===== src/rtl/wb_pkg.sv =====
// Shared definitions for the writeback buffer: default widths and the entry record.
package wb_pkg;

  localparam int DATA_W_DEF = 19;
  localparam int ADDR_W_DEF = 5;

  // One buffered register-file write: destination register and its value.
  typedef struct packed {
    logic [ADDR_W_DEF-1:0] rd;
    logic [DATA_W_DEF-1:0] data;
  } wb_entry_t;

endpackage


===== src/rtl/wb_fifo.sv =====
// Circular entry store for the writeback buffer: push at tail, pop at head,
// with per-entry valid flags and register numbers exposed for hazard lookup.
module wb_fifo
  import wb_pkg::*;
#(
  parameter int DATA_W = DATA_W_DEF,
  parameter int ADDR_W = ADDR_W_DEF,
  parameter int DEPTH  = 4
) (
  input  logic                         clk,
  input  logic                         reset,
  input  logic                         push,
  input  logic                         pop,
  input  logic [ADDR_W-1:0]            push_rd,
  input  logic [DATA_W-1:0]            push_data,
  output logic [ADDR_W-1:0]            head_rd,
  output logic [DATA_W-1:0]            head_data,
  output logic [$clog2(DEPTH):0]       count,
  output logic [DEPTH-1:0]             ent_valid,
  output logic [DEPTH-1:0][ADDR_W-1:0] ent_rd
);

  localparam int PTR_W = $clog2(DEPTH);

  typedef struct packed {
    logic [ADDR_W-1:0] rd;
    logic [DATA_W-1:0] data;
  } entry_t;

  entry_t             mem [DEPTH];
  logic [PTR_W-1:0]   wr_ptr;
  logic [PTR_W-1:0]   rd_ptr;
  logic [DEPTH-1:0]   valid;

  // Pointers, occupancy and valid flags; pointers wrap naturally at DEPTH.
  always_ff @(posedge clk or negedge reset) begin
    if (!reset) begin
      wr_ptr <= '0;
      rd_ptr <= '0;
      count  <= '0;
      valid  <= '0;
    end else begin
      if (push) begin
        wr_ptr        <= wr_ptr + 1'b1;
        valid[wr_ptr] <= 1'b1;
      end
      if (pop) begin
        rd_ptr        <= rd_ptr + 1'b1;
        valid[rd_ptr] <= 1'b0;
      end
      case ({push, pop})
        2'b10:   count <= count + 1'b1;
        2'b01:   count <= count - 1'b1;
        default: count <= count;
      endcase
    end
  end

  // Entry payload; no reset needed since valid flags gate every use.
  always_ff @(posedge clk) begin
    if (push) mem[wr_ptr] <= '{rd: push_rd, data: push_data};
  end

  assign head_rd   = mem[rd_ptr].rd;
  assign head_data = mem[rd_ptr].data;
  assign ent_valid = valid;

  for (genvar g = 0; g < DEPTH; g++) begin : g_ent
    assign ent_rd[g] = mem[g].rd;
  end

endmodule


===== src/rtl/writeback_buffer.sv =====
// Writeback buffer: queues results in arrival order and drains them into the
// register-file write port, flagging source registers with pending writes.
module writeback_buffer
  import wb_pkg::*;
#(
  parameter int DATA_W = DATA_W_DEF,
  parameter int ADDR_W = ADDR_W_DEF,
  parameter int DEPTH  = 4
) (
  input  logic                   clk,
  input  logic                   reset,
  input  logic                   res_valid,
  input  logic [ADDR_W-1:0]      res_rd,
  input  logic [DATA_W-1:0]      res_data,
  output logic                   res_ready,
  input  logic                   hold_wb,
  output logic [ADDR_W-1:0]      a3,
  output logic                   we3,
  output logic [DATA_W-1:0]      wd3,
  input  logic [ADDR_W-1:0]      q_a1,
  input  logic [ADDR_W-1:0]      q_a2,
  output logic                   pend1,
  output logic                   pend2,
  output logic [$clog2(DEPTH):0] count
);

  localparam int CNT_W = $clog2(DEPTH) + 1;
  localparam logic [CNT_W-1:0] FULL = CNT_W'(DEPTH);

  logic                         push;
  logic                         pop;
  logic                         nonempty;
  logic [ADDR_W-1:0]            head_rd;
  logic [DATA_W-1:0]            head_data;
  logic [DEPTH-1:0]             ent_valid;
  logic [DEPTH-1:0][ADDR_W-1:0] ent_rd;

  wb_fifo #(
    .DATA_W (DATA_W),
    .ADDR_W (ADDR_W),
    .DEPTH  (DEPTH)
  ) u_fifo (
    .clk       (clk),
    .reset     (reset),
    .push      (push),
    .pop       (pop),
    .push_rd   (res_rd),
    .push_data (res_data),
    .head_rd   (head_rd),
    .head_data (head_data),
    .count     (count),
    .ent_valid (ent_valid),
    .ent_rd    (ent_rd)
  );

  // Ready depends on occupancy only; a full buffer never accepts, even while draining.
  assign nonempty  = (count != '0);
  assign res_ready = (count != FULL);
  assign push      = res_valid & res_ready;
  assign we3       = nonempty & ~hold_wb;
  assign pop       = we3;
  assign a3        = nonempty ? head_rd   : '0;
  assign wd3       = nonempty ? head_data : '0;

  // A source is pending while any live entry targets it, including the head being written.
  always_comb begin
    pend1 = 1'b0;
    pend2 = 1'b0;
    for (int i = 0; i < DEPTH; i++) begin
      if (ent_valid[i] && (ent_rd[i] == q_a1)) pend1 = 1'b1;
      if (ent_valid[i] && (ent_rd[i] == q_a2)) pend2 = 1'b1;
    end
  end

endmodule


===== config.mk =====
export PLATFORM = sky130hd
export DESIGN_NAME = writeback_buffer
export DESIGN_NICKNAME = d
export VERILOG_FILES = /design/src/rtl/wb_pkg.sv /design/src/rtl/wb_fifo.sv /design/src/rtl/writeback_buffer.sv
export SDC_FILE = /design/constraint.sdc
export NUM_CORES = 1
export LEC_CHECK = 0
export ABC_AREA = 1
export CORE_ASPECT_RATIO = 0.8
export CORE_UTILIZATION = 58
export DETAILED_ROUTE_END_ITERATION = 7
export DONT_BUFFER_PORTS = 1
export GPL_TIMING_DRIVEN = 0
export PLACE_DENSITY = 0.76
export SETUP_SLACK_MARGIN = 0.2
export SYNTH_ARGS = -nofsm -noshare
export SYNTH_HDL_FRONTEND = slang
export SYNTH_HIERARCHICAL = 1
export SYNTH_SLANG_ARGS = --single-unit

===== constraint.sdc =====
create_clock -name clk -period 1.7 [get_ports clk]
set_input_delay 0.255 -clock clk [delete_from_list [all_inputs] [get_ports clk]]
set_output_delay 0.255 -clock clk [all_outputs]
set_load 0.01 [all_outputs]

# ---- Word level (Yosys, flattened, before mapping)
# Memory sizes are Yosys's and may differ from the RTL's.
# Index checks and enable logic that the tools add are counted.
dict set report word_totals {
  reg_bits 11
  mem_bits_rw 96
  wordCells 61
  memories 1
}
# memory depth width rd rd_clocked_by_memory_dff write_ports line
set memory_table {}
lappend memory_table {u_fifo.mem 4 24 5 0 1 wb_fifo.sv:30} ;# entry_t mem [DEPTH];
dict set report op_classes {
  n_addsub 4
  n_lt_le_gt_ge 4
  eq_ne 11
  mux 19
  bitwise_logic 6
  n_reduce_logical 12
}
# cell n
set ops {}
lappend ops {{5-bit equality test} 8}
lappend ops {{19-bit 2-to-1 mux} 1}
lappend ops {{1-bit 2-to-1 mux} 12}
lappend ops {{1-bit logical AND} 10}
lappend ops {{4-bit 2-to-1 mux} 2}
lappend ops {{2-bit by 3-bit < comparator with 1-bit output, second input constant} 2}
lappend ops {{3-bit one-hot mux with 2 select lines} 1}
lappend ops {{5-bit 2-to-1 mux} 1}
lappend ops {{2-bit by 1-bit adder with 2-bit output, second input constant} 2}
lappend ops {{4-bit bitwise AND} 1}
lappend ops {{1-bit demux with 2-bit select} 2}
lappend ops {{2-bit by 1-bit greater-or-equal comparator with 1-bit output, second input constant} 2}
lappend ops {{4-bit NOT} 1}
lappend ops {{4-bit OR} 1}
lappend ops {{3-bit by 1-bit adder with 3-bit output, second input constant} 1}
lappend ops {{3-bit inequality test, second input constant} 1}
lappend ops {{3-bit nonzero test} 1}
lappend ops {{3-bit by 1-bit subtractor with 3-bit output, second input constant} 1}
lappend ops {{1-bit bitwise AND} 2}
lappend ops {{2-bit by 1-bit equality test with 1-bit output, second input constant} 1}
lappend ops {{2-bit equality test, second input constant} 1}
lappend ops {{2-bit nonzero test} 1}
lappend ops {{1-bit NOT} 1}

# ---- Longest topological paths before layout
# Gate-level depths: netlist (run 1).
dict set report depth {
  ltp_word 8
  ltp_mapped 11
  depth_no_buf 10
}

# ---- Cells and area by module
# Netlist (run 1), hierarchy kept.
# mod n_inst cells_each area_each_um2 seq_area_each_um2
set by_module_without_submodules {}
lappend by_module_without_submodules {wb_fifo 1 391 4595.7 3158.0}
lappend by_module_without_submodules {writeback_buffer 1 247 973.4 0.0}

# ---- Worst setup path before layout (run 1)
# Ideal clock, no wire load.
dict set report synth_path {
  path_type {reg-to-reg}
  from {register u_fifo.count[1]}
  to {register u_fifo.count[2]}
  setup_ps 117
  arrival_ps 1793
  required_ps 1583
  slack_ps -210
  path_stages_with_launch 9
  n_path_buf 0
  path_cell_list {dfrtp_1 nor3_4 nor2_1 ha_1 fa_1 nand2_1 nand3_1 nand2_1 nand2_1}
}
dict set report synth_between {
  elab_chain_len 4
  word_cells_on_any_way 10
  cone_classes {2 x add/sub; 3 x eq/ne; 1 x mux; 2 x bitwise; 2 x reduce/logical}
}
# item line
set synth_rtl {}
lappend synth_rtl {{start, declared} wb_fifo.sv:18} ;# output logic [$clog2(DEPTH):0] count,
lappend synth_rtl {{start signal, assigned} wb_fifo.sv:52} ;# 2'b10: count <= count + 1'b1;
lappend synth_rtl {{start signal, assigned} wb_fifo.sv:53} ;# 2'b01: count <= count - 1'b1;
lappend synth_rtl {{start signal, assigned} wb_fifo.sv:54} ;# default: count <= count;
lappend synth_rtl {{3-bit nonzero test (*)} writeback_buffer.sv:57} ;# assign nonempty = (count != '0);
lappend synth_rtl {{1-bit bitwise AND (*)} writeback_buffer.sv:60} ;# assign we3 = nonempty & ~hold_wb;
lappend synth_rtl {{named net we3} writeback_buffer.sv:18} ;# output logic we3,
lappend synth_rtl {{2-bit by 1-bit equality test with 1-bit output or 2-bit equality test (tied branches)} wb_fifo.sv:51} ;# case ({push, pop})
lappend synth_rtl {{3-bit one-hot mux with 2 select lines or 2-bit nonzero test (tied branches)} -}
# Mark *: on every way through the listed nets, which the timed path passes. The rest lies on a longest branch.
# A chain may end at the register's enable or synchronous reset.

# ---- Worst setup path in the final report (run 1)
dict set report layout_path {
  from {register u_fifo.rd_ptr[0]}
  to {output a3[3]}
}
dict set report layout_between {
  elab_chain_len 2
}
# item line
set layout_rtl {}
lappend layout_rtl {{start, declared} wb_fifo.sv:32} ;# logic [PTR_W-1:0] rd_ptr;
lappend layout_rtl {{start signal, assigned} wb_fifo.sv:48} ;# rd_ptr <= rd_ptr + 1'b1;
lappend layout_rtl {{memory read 4 x 24 bit} -}
lappend layout_rtl {{named net head_rd[3]} writeback_buffer.sv:33} ;# logic [ADDR_W-1:0] head_rd;
lappend layout_rtl {{5-bit 2-to-1 mux} writeback_buffer.sv:62} ;# assign a3 = nonempty ? head_rd : '0;
lappend layout_rtl {{end, declared} writeback_buffer.sv:17} ;# output logic [ADDR_W-1:0] a3,
# The timed path passes the listed nets, and every way through them passes these cells.

==> results of run 1 <==
critical path, stage by stage (launching register included):
cell and delay, ns:
dfrtp_2 0.50, clkbuf_16 0.20, buf_8 0.15, nand2_2 0.06, o211ai_1 0.11, nand2_1 0.10
inv_1 0.07, nor2_2 0.18
synth_stat cells:
cell type,number
nor2_1,58
buf_6,8
buf_2,5
nand4_1,1
fa_1,1
buf_4,26
inv_2,9
inv_1,90
o211ai_1,21
nand3_1,9
nor3_4,1
xor2_1,2
ha_1,9
xnor2_1,1
buf_1,1
o21ai_1,2
dfrtp_1,11
nand2_1,278
a21boi_0,1
o21ai_0,5
edfxtp_1,96
o211ai_2,3
report_power, final:
| group | internal, µW | switching (µW) | total (µW) |
|---|---|---|---|
| combinational | 3230 | 4560 | 7780 |
| sequential | 3520 | 440 | 3960 |
| clock | 1180 | 1060 | 2240 |
per-stage QoR:
step | TNS, ns | std cells
after floorplan | -0.0928 | 638
after global placement | -34.06 | 753
after detailed placement | -33.83 | 753
after CTS | -2.34 | 826
after global routing | -13.79 | 860
final | -8.45 | 860
registers in the layout, indices dropped and copies added (netlist names):
| name | cells |
|---|---|
| u_fifo/mem | 96 |
| u_fifo/rd_ptr | 2 |
| u_fifo/ent_valid | 4 |
| u_fifo/wr_ptr | 2 |
| u_fifo/count | 3 |
what timing repair did:
item                                   in CTS  in global routing
setup buffers                              33                 14
pin swaps                                  44                109
cloned                                      6                  9
endpoints found under the hold margin      70                 32
gates resized for setup                    87                144
setup endpoints to repair                 132                131
hold buffers                               18                 11
routing by layer:
metal	track usage, %	share of wire, %	routed length, µm
met2	53.1	47	9030
met1	36.0	35	6700
met5	0	0	0
met3	6.71	12	2270
met4	14.7	5.6	1080
path summary, 6_finish.rpt:
check | end | depth (start not counted) | slack (ns) | startpoint
max in group asynchronous | u_fifo/rd_ptr[0] | 1 | 0.87 | reset
min in group asynchronous | u_fifo/ent_valid[1] | 1 | 0.36 | reset
min reg2reg | u_fifo/ent_valid[3] | 2 | 0.56 | u_fifo/ent_valid[3]
max reg2reg | u_fifo/count[2] | 9 | -0.25 | u_fifo/count[2]
max | a3[3] | 7 | -0.28 | u_fifo/rd_ptr[0]
min | u_fifo/mem[2][21] | 0 | -0.005 | res_rd[2]
cell families (layout without fill, tap and decap cells):
logic type      after synthesis  in the layout
fa+ha+maj                    10             10
xor+xnor                      3              3
compound gates               32             32
simple gates                347            347
flops                       107            107
buf+inv                     139            246
layout make-up:
class	instances	area share [%]
Sequential cell	107	41.1
Multi-Input combinational cell	392	28.4
Timing Repair Buffer	87	12.6
Buffer	40	6.39
Inverter	99	5.22
Clock buffer	9	2.92
Tap cell	115	1.87
Clock inverter	7	1.20
Timing Repair inverter	4	0.390
==> impl_metrics.tcl, run 1 <==
set metrics [dict create \
    fin_total_pwr_uw 14000 \
    synth_top_family_by_area "simple AND/OR/NAND/NOR gates" \
    wl_per_cell_um 22.2 \
    dieWidth_um 112 \
    final_common_cell "nand2_1" \
    grt_use_total_pct 30.1 \
    drt_pass1_iterations 8 \
    start_util_pct 60.6 \
    synthMuxAreaShare_pct 0 \
    cts_buffers 9 \
    drive_gt1_share_pct 37.2 \
    synthXorXnorAreaFrac_pct 0.472 \
    skew_ns 0.00677 \
    numPortBuffers 0 \
    cp.required_ns 1.44 \
    core_um2 9190 \
    endpoint_kind "output port" \
    p_leak_uw 0.00351 \
    dp_slack_ns -0.366 \
    top_level_ports 69 \
    yosysTopAreaCellShare_pct 51.8 \
    path_class "register to output port" \
    outcome "finished with violations" \
    timing.final.crit_share_pct 116 \
    worstSkewPairLatency_ns 0.36 \
    stdcell_area_um2 7700 \
    hold_viol_final 3 \
    violations "DRC, hold timing, setup timing" \
    fin_util_pct 83.8 \
    fp.dieArea_um2 10000 \
    synth_fa_ha_area_share_pct 2.38 \
    hold-worst-slack_ns -0.00476 \
    synth_compound_area_share_pct 4.27 \
    clock-sinks 107 \
    slew_headroom_pct 55.9 \
    syn_nets 686 \
    max-cap-violations 0 \
    post-route-drc-count 2 \
    cts_tree "done" \
    seqCellArea_um2 3160 \
    setup_viol 126 \
    rsz0062_at_grt "yes" \
    grt_antenna_before_repair 0 \
    setup_ws_ns -0.279 \
    synth_area_leader_cell "edfxtp_1" \
    syn_avg_cell_area_um2 8.73 \
    yosysWarnings 6 \
    syn_inst 638 \
    grt_max_degree 21 \
    synth.top_cells.by_area "edfxtp_1 (52%), nand2_1 (19%), inv_1 (6.1%)" \
    hold_path_class "primary input to register" \
    tightest_slew_ns 0.659 \
    area_delta_synth_final_pct 38.3 \
    place_congestion 0.927 \
    synth_cell_types 22 \
    cts_buffer_depth 2 \
    grt-ovfl-total 0 \
    ir_worst_vdd_mv 1.29 \
    wirelength_um 19100 \
    min_period_ns 1.98 \
    nets 788 \
    yosysSeqAreaShare_pct 56.7 \
    clockRootBuffer "clkbuf_16" \
    synth_seq_cells 107 \
    vias_per_cell 6.01 \
    final_cell_mix "nand2_1 (206), edfxtp_1 (96), nand2_2 (62)" \
    placed_area_um2 5750 \
    clk_pin_slew_ns 0.07 \
    powerDensity_nw_per_um2 1820 \
    cp_max_fo 5 \
    postRouteAntennaNets 0 \
    synthSimpleGateAreaFrac_pct 23.9 \
    die_h_um 89.6 \
    hpwl_um 8190 \
    num_rows 31 \
    dr.first_iter.drc_count 707 \
    critPathLaunchType "register" \
    htree_levels 3 \
    slew_violations 0 \
    fill_cells 428 \
    max_freq_mhz 505 \
    multi_input_area_um2 2180 \
    cp.arrival_ns 1.72 \
    grt_pass1_wl_um 22300 \
    antenna_cells 0 \
    grt_pass1_vias 4462 \
    syn_area_um2 5570 \
    num_vias 5170 \
]
Power figures use the tool's default switching activity.
==> run 2: changes to the inputs <==
==> constraint.sdc (replaced) <==
create_clock -name clk -period 1.7 [get_ports clk]
set_input_delay 0.085 -clock clk [delete_from_list [all_inputs] [get_ports clk]]
set_output_delay 0.085 -clock clk [all_outputs]
set_load 0.01 [all_outputs]
==> run 2 against run 1 <==
Net effect:
- the run ends with DRC, setup timing left
- global-route usage rose by 4.3 points
- clock power barely moved
- critical path depth did not move
- setup slack improved by 0.052 ns
- critical path type unchanged
- cell count rose by 0.93%
- via count rose by 6.1%
- routed wire length rose by 14%
==> impl_metrics.tcl, run 2 (synthesized netlist as in run 1, its figures left out) <==
set metrics [dict create \
    wl_per_cell_um 25.0 \
    grt_use_met1_pct 41.9 \
    nets 796 \
    setup_ws_ns -0.228 \
    clockRootBuffer "clkbuf_16" \
    r2r_cells 8 \
    skew_ns 0.00608 \
    max-cap-violations 0 \
    regMostFlops "u_fifo/mem" \
    slew_headroom_pct 54.2 \
    min_period_ns 1.93 \
    core_um2 9190 \
    grt-ovfl-total 0 \
    grtUsageMet2_pct 58.9 \
    numPortBuffers 0 \
    rr_startpoint "u_fifo/count[2]" \
    largest_reg_flops 96 \
    fill_cells 381 \
    hold_path_class "primary input to register" \
    cp_max_fo 5 \
    num_rows 31 \
    post-route-drc-count 22 \
    hold_end "u_fifo/count[0]" \
    place_congestion 0.927 \
    clockPowerShare_pct 14.9 \
    path_cells "buf_6 > buf_6 > buf_8 > o211ai_1 > nand2_1 > inv_2 > nor2_4" \
    crit_top_cell "buf_6" \
    crit_path_top_delay_cell "dfrtp_2" \
    htree_levels 3 \
    cts_tree "done" \
    final_cell_mix "nand2_1 (235), edfxtp_1 (96), inv_1 (57)" \
    fp.dieArea_um2 10000 \
    worstSkewPairLatency_ns 0.36 \
    grt_pass1_vias 4786 \
    critPathLaunchType "register" \
    violations "DRC, setup timing" \
    ir_worst_vdd_mv 1.36 \
    max_freq_mhz 519 \
    r2r-end "u_fifo/count[2]" \
    hpwl_um 8190 \
    top_usage_layer "met2" \
    setup_viol 65 \
    postRouteAntennaNets 0 \
    cpPeakStageDelay_ns 0.50 \
    p_seq_share_pct 26.6 \
    endpoint_kind "output port" \
    drive_gt1_share_pct 35.2 \
    power_frac_comb_pct 58.5 \
    top_level_ports 69 \
    vias_per_cell 6.32 \
    cts_buffer_depth 2 \
    grt_max_degree 21 \
    hp-start "hold_wb" \
    clock-sinks 107 \
    path_class "register to output port" \
    num_vias 5486 \
    grt_antenna_before_repair 0 \
    rsz0062_at_grt "yes" \
    clk_pin_slew_ns 0.08 \
    p_leak_uw 0.00360 \
    cp.arrival_ns 1.84 \
    die_h_um 89.6 \
    cp.buffers_inverters 4 \
    use_met3_pct 7.52 \
    setup-tns-final_ns -5.23 \
    reg2reg_slack_ns -0.22 \
    cp.required_ns 1.62 \
    grt_pass1_wl_um 25100 \
    slew_violations 0 \
    hold_depth 3 \
    antenna_cells 0 \
    timing.final.crit_share_pct 113 \
    crit_family "buffers and inverters" \
    wirelength_um 21700 \
    dieWidth_um 112 \
    hold_viol_final 0 \
    p_int_uw 8480 \
    swShare_pct 43.8 \
    grt_use_total_pct 34.4 \
    final_common_cell "nand2_1" \
    start_util_pct 60.6 \
    tightest_slew_ns 0.685 \
    powerDensity_nw_per_um2 1910 \
    drt_pass1_iterations 8 \
    area_delta_synth_final_pct 42.0 \
    cts_buffers 9 \
    p_switching_uw 6610 \
    hold-worst-slack_ns 0.167 \
    dr.first_iter.drc_count 849 \
    outcome "finished with violations" \
]
## run 2: cell types whose count changed in the layout (fill, tap and decap cells not counted), moves of 3 or more
cell	delta
buf_8	+3
nand2_8	+3
o21ai_1	-3
buf_16	+6
buf_6	+9
o21ai_2	+4
buf_12	+3
inv_2	+4
nand2_1	+29
nand2_2	-33
inv_1	-3
buf_4	-7
dlygate4sd3_1	-4
## run 2: layout make-up
type / instances / area [µm²] / area share [%]
Buffer: 40 / 454 / 5.74
Inverter: 99 / 402 / 5.08
Clock inverter: 7 / 92.6 / 1.17
Multi-Input combinational cell: 392 / 2160 / 27.3
Tap cell: 115 / 144 / 1.82
Sequential cell: 107 / 3160 / 40.0
Clock buffer: 9 / 225 / 2.85
Timing Repair Buffer: 95 / 1240 / 15.6
Timing Repair inverter: 4 / 30.0 / 0.380
## run 2: power groups by stage
| stage | Sequential [µW] | Clock [µW] | Combinational (µW) |
|---|---|---|---|
| 2_1_floorplan | 3820 | 0 | 3200 |
| 3_3_place_gp | 3880 | 0 | 4060 |
| 3_5_place_dp | 3910 | 0 | 4170 |
| 4_1_cts | 3850 | 2170 | 6610 |
| 5_1_grt | 4030 | 2340 | 9090 |
| 6_report | 4010 | 2250 | 8840 |
## run 2: how the worst max path moves through the flow
stage	to	cells after the start	startpoint
6_report	wd3[8]	7	u_fifo/rd_ptr[0]
5_1_grt	u_fifo/count[2]	8	u_fifo/count[2]
4_1_cts	u_fifo/count[2]	10	u_fifo/count[0]
3_5_place_dp	u_fifo/count[2]	8	u_fifo/count[2]
3_3_place_gp	u_fifo/ent_valid[2]	7	u_fifo/count[1]
2_1_floorplan	u_fifo/count[2]	8	u_fifo/count[2]
## run 2: what timing repair did
| action | 4_1_cts | 5_1_grt |
|---|---|---|
| hold buffers | 25 | 0 |
| pin swaps | 70 | 63 |
| setup endpoints to repair | 132 | 130 |
| buffers inserted | 41 | 14 |
| resized for setup | 131 | 114 |
| endpoints found under the hold margin | 107 | 0 |
| gates cloned | 13 | 6 |
## run 2: worst register-to-register path: cells and delay by family (launching register included)
kind          cells  cell delay (ns)
simple gates      6             0.75
flops             1             0.49
fa+ha+maj         2             0.56
## run 2: routing by layer
layer / part of all wire (%) / up-vias
li1: - / 2195
met1: 33 / 2511
met2: 46 / 598
met3: 13 / 182
met4: 7.6 / 0
met5: 0 / -
## run 2: per-stage QoR
step           instance area [µm²]  instances  power [µW]  setup slack (ns)  util, %
6_report                      7910        868       15100            -0.228     86.0
3_3_place_gp                  5750        753        7940            -0.347     62.6
2_1_floorplan                 5610        638        7020           -0.0603        -
4_1_cts                       7290        848       12600           -0.0474     79.4
5_1_grt                       7910        868       15500            -0.277     86.0
3_5_place_dp                  5750        753        8080            -0.366     62.6
==> run 3: changes to the inputs <==
--- a/config.mk
+++ b/config.mk
@@ -7,7 +7,7 @@
 export LEC_CHECK = 0
 export ABC_AREA = 1
 export CORE_ASPECT_RATIO = 0.8
-export CORE_UTILIZATION = 58
+export CORE_UTILIZATION = 60
 export DETAILED_ROUTE_END_ITERATION = 7
 export DONT_BUFFER_PORTS = 1
 export GPL_TIMING_DRIVEN = 0
==> constraint.sdc (replaced) <==
create_clock -name clk -period 2.2 [get_ports clk]
set_input_delay 0.11 -clock clk [delete_from_list [all_inputs] [get_ports clk]]
set_output_delay 0.11 -clock clk [all_outputs]
set_load 0.01 [all_outputs]
==> run 3 against run 2 <==
Net effect:
- the flow now finishes without violations
- critical path depth increased by 2
- sequential power down 26%
- design area shrank 18%
- routed wire length decreased by 40%
- clock skew grew 0.0025 ns
- non-clock buffer count fell by 61
- combinational power down 60%
- power is 46% lower
- via count down 23%
- clock-buffer cell count grew 3
- setup slack better by 0.50 ns
==> impl_metrics.tcl, run 3 (synthesized netlist as in run 1, its figures left out) <==
set metrics [dict create \
    fin_total_pwr_uw 8160 \
    hold_path_class "primary input to async pin" \
    outcome "completed" \
    place_congestion 0.854 \
    drive_gt1_share_pct 12.6 \
    endpoint_kind "register" \
    numPortBuffers 0 \
    wl_met2_um 6330 \
    num_vias 4235 \
    cts_buffer_depth 2 \
    setup_viol 0 \
    clockRootBuffer "clkbuf_16" \
    num_rows 31 \
    antenna_cells 0 \
    worstSkewPairLatency_ns 0.34 \
    largest_reg_flops 96 \
    nets 735 \
    core_um2 9040 \
    rr_startpoint "u_fifo/count[2]" \
    tightest_slew_ns 0.540 \
    skew_ns 0.00859 \
    cts_tree "done" \
    vias_per_cell 5.25 \
    fin_util_pct 71.5 \
    wirelength_um 13000 \
    hold_viol_final 0 \
    ir_worst_vdd_mv 0.904 \
    grt_use_total_pct 28.1 \
    r2r_cells 9 \
    slew_headroom_pct 63.9 \
    dr.first_iter.drc_count 404 \
    post-route-drc-count 0 \
    cts_buffers 9 \
    max-cap-violations 0 \
    grt_max_degree 18 \
    min_period_ns 1.93 \
    wl_met3_um 1060 \
    highest_layer "met4" \
    top_level_ports 69 \
    fp.dieArea_um2 9670 \
    drt-met1-wl_um 5510 \
    htree_levels 3 \
    cp.required_ns 2.43 \
    reg2reg_slack_ns 0.27 \
    p_leak_uw 0.00304 \
    drt_pass1_iterations 5 \
    max_freq_mhz 518 \
    path_class "register to register" \
    grt_antenna_before_repair 0 \
    final_common_cell "nand2_1" \
    powerDensity_nw_per_um2 1260 \
    grt-ovfl-total 0 \
    postRouteAntennaNets 0 \
    grt_pass1_wl_um 19500 \
    critPathLaunchType "register" \
    rsz0062_at_grt "yes" \
    r2r-end "u_fifo/count[2]" \
    timing.final.crit_share_pct 87.8 \
    die_h_um 88.2 \
    final_cell_mix "nand2_1 (278), edfxtp_1 (96), inv_1 (86)" \
    setup-tns-final_ns 0 \
    clk_pin_slew_ns 0.07 \
    stdcell_area_um2 6460 \
    dieWidth_um 110 \
    regMostFlops "u_fifo/mem" \
    placed_area_um2 5710 \
    hold-worst-slack_ns 0.186 \
    area_delta_synth_final_pct 16.0 \
    clock-sinks 107 \
    wl_per_cell_um 16.1 \
    grt_pass1_vias 3855 \
    start_util_pct 61.6 \
    slew_violations 0 \
    cp.arrival_ns 2.16 \
    hpwl_um 8210 \
    cp_max_fo 7 \
]
[run 3: cell types whose count changed in the layout (fill, tap and decap cells not counted), sizes merged]
cell      delta
buf         -54
bufinv       +1
clkbuf       -4
clkinv       -1
clkinvlp     -2
inv          -1
[run 3: worst max-delay path: stages (launching register included)]
cell and delay, ns:
dfrtp_1 0.49, a21boi_1 0.19, buf_4 0.16, inv_1 0.06
ha_1 0.23, fa_1 0.39, nand2_1 0.10, nand3_1 0.08
nand2_1 0.07, nand2_1 0.05
[run 3: cell type report]
cell class	count	area [µm²]
Buffer	40	319
Clock buffer	12	246
Clock inverter	4	73.8
Fill cell	653	2580
Inverter	99	387
Multi-Input combinational cell	392	1730
Sequential cell	107	3160
Tap cell	115	144
Timing Repair Buffer	34	368
Timing Repair inverter	4	30.0
[run 3: how the worst max path moves through the flow]
stage,startpoint,to,slack (ns),depth (start not counted)
final,u_fifo/count[2],u_fifo/count[2],0.27,9
after global routing,u_fifo/count[0],u_fifo/count[2],0.13,10
after CTS,u_fifo/count[0],u_fifo/count[2],0.22,10
after detailed placement,u_fifo/count[0],u_fifo/mem[1][14],-0.10,5
after global placement,u_fifo/count[0],u_fifo/mem[1][15],-0.07,5
after floorplan,u_fifo/count[1],u_fifo/count[2],0.29,8
[run 3: per-stage QoR]
stage / instances / setup slack, ns
floorplan: 638 / 0.290
global placement: 753 / -0.0741
detailed placement: 753 / -0.105
CTS: 802 / 0.219
global route: 807 / 0.134
finish: 807 / 0.269
[run 3: where the power goes]
| group | switching (µW) | internal, µW |
|---|---|---|
| Combinational | 2300 | 1200 |
| Clock | 666 | 1030 |
| Sequential | 247 | 2720 |
[run 3: layer usage]
metal  up-vias  global-route usage, %
met5         -                      0
met4         0                   8.36
met3        12                   5.43
met2       187                   46.2
met1      1978                   38.4
li1       2058                      -
[run 3: repair_timing]
item                                    in CTS  in global routing
setup buffers                                4                  5
pin swaps                                    1                  0
hold buffers                                25                  0
resized for setup                           10                  5
endpoints found under the setup margin     102                  9
cloned                                       4                  0
endpoints found under the hold margin      107                  0
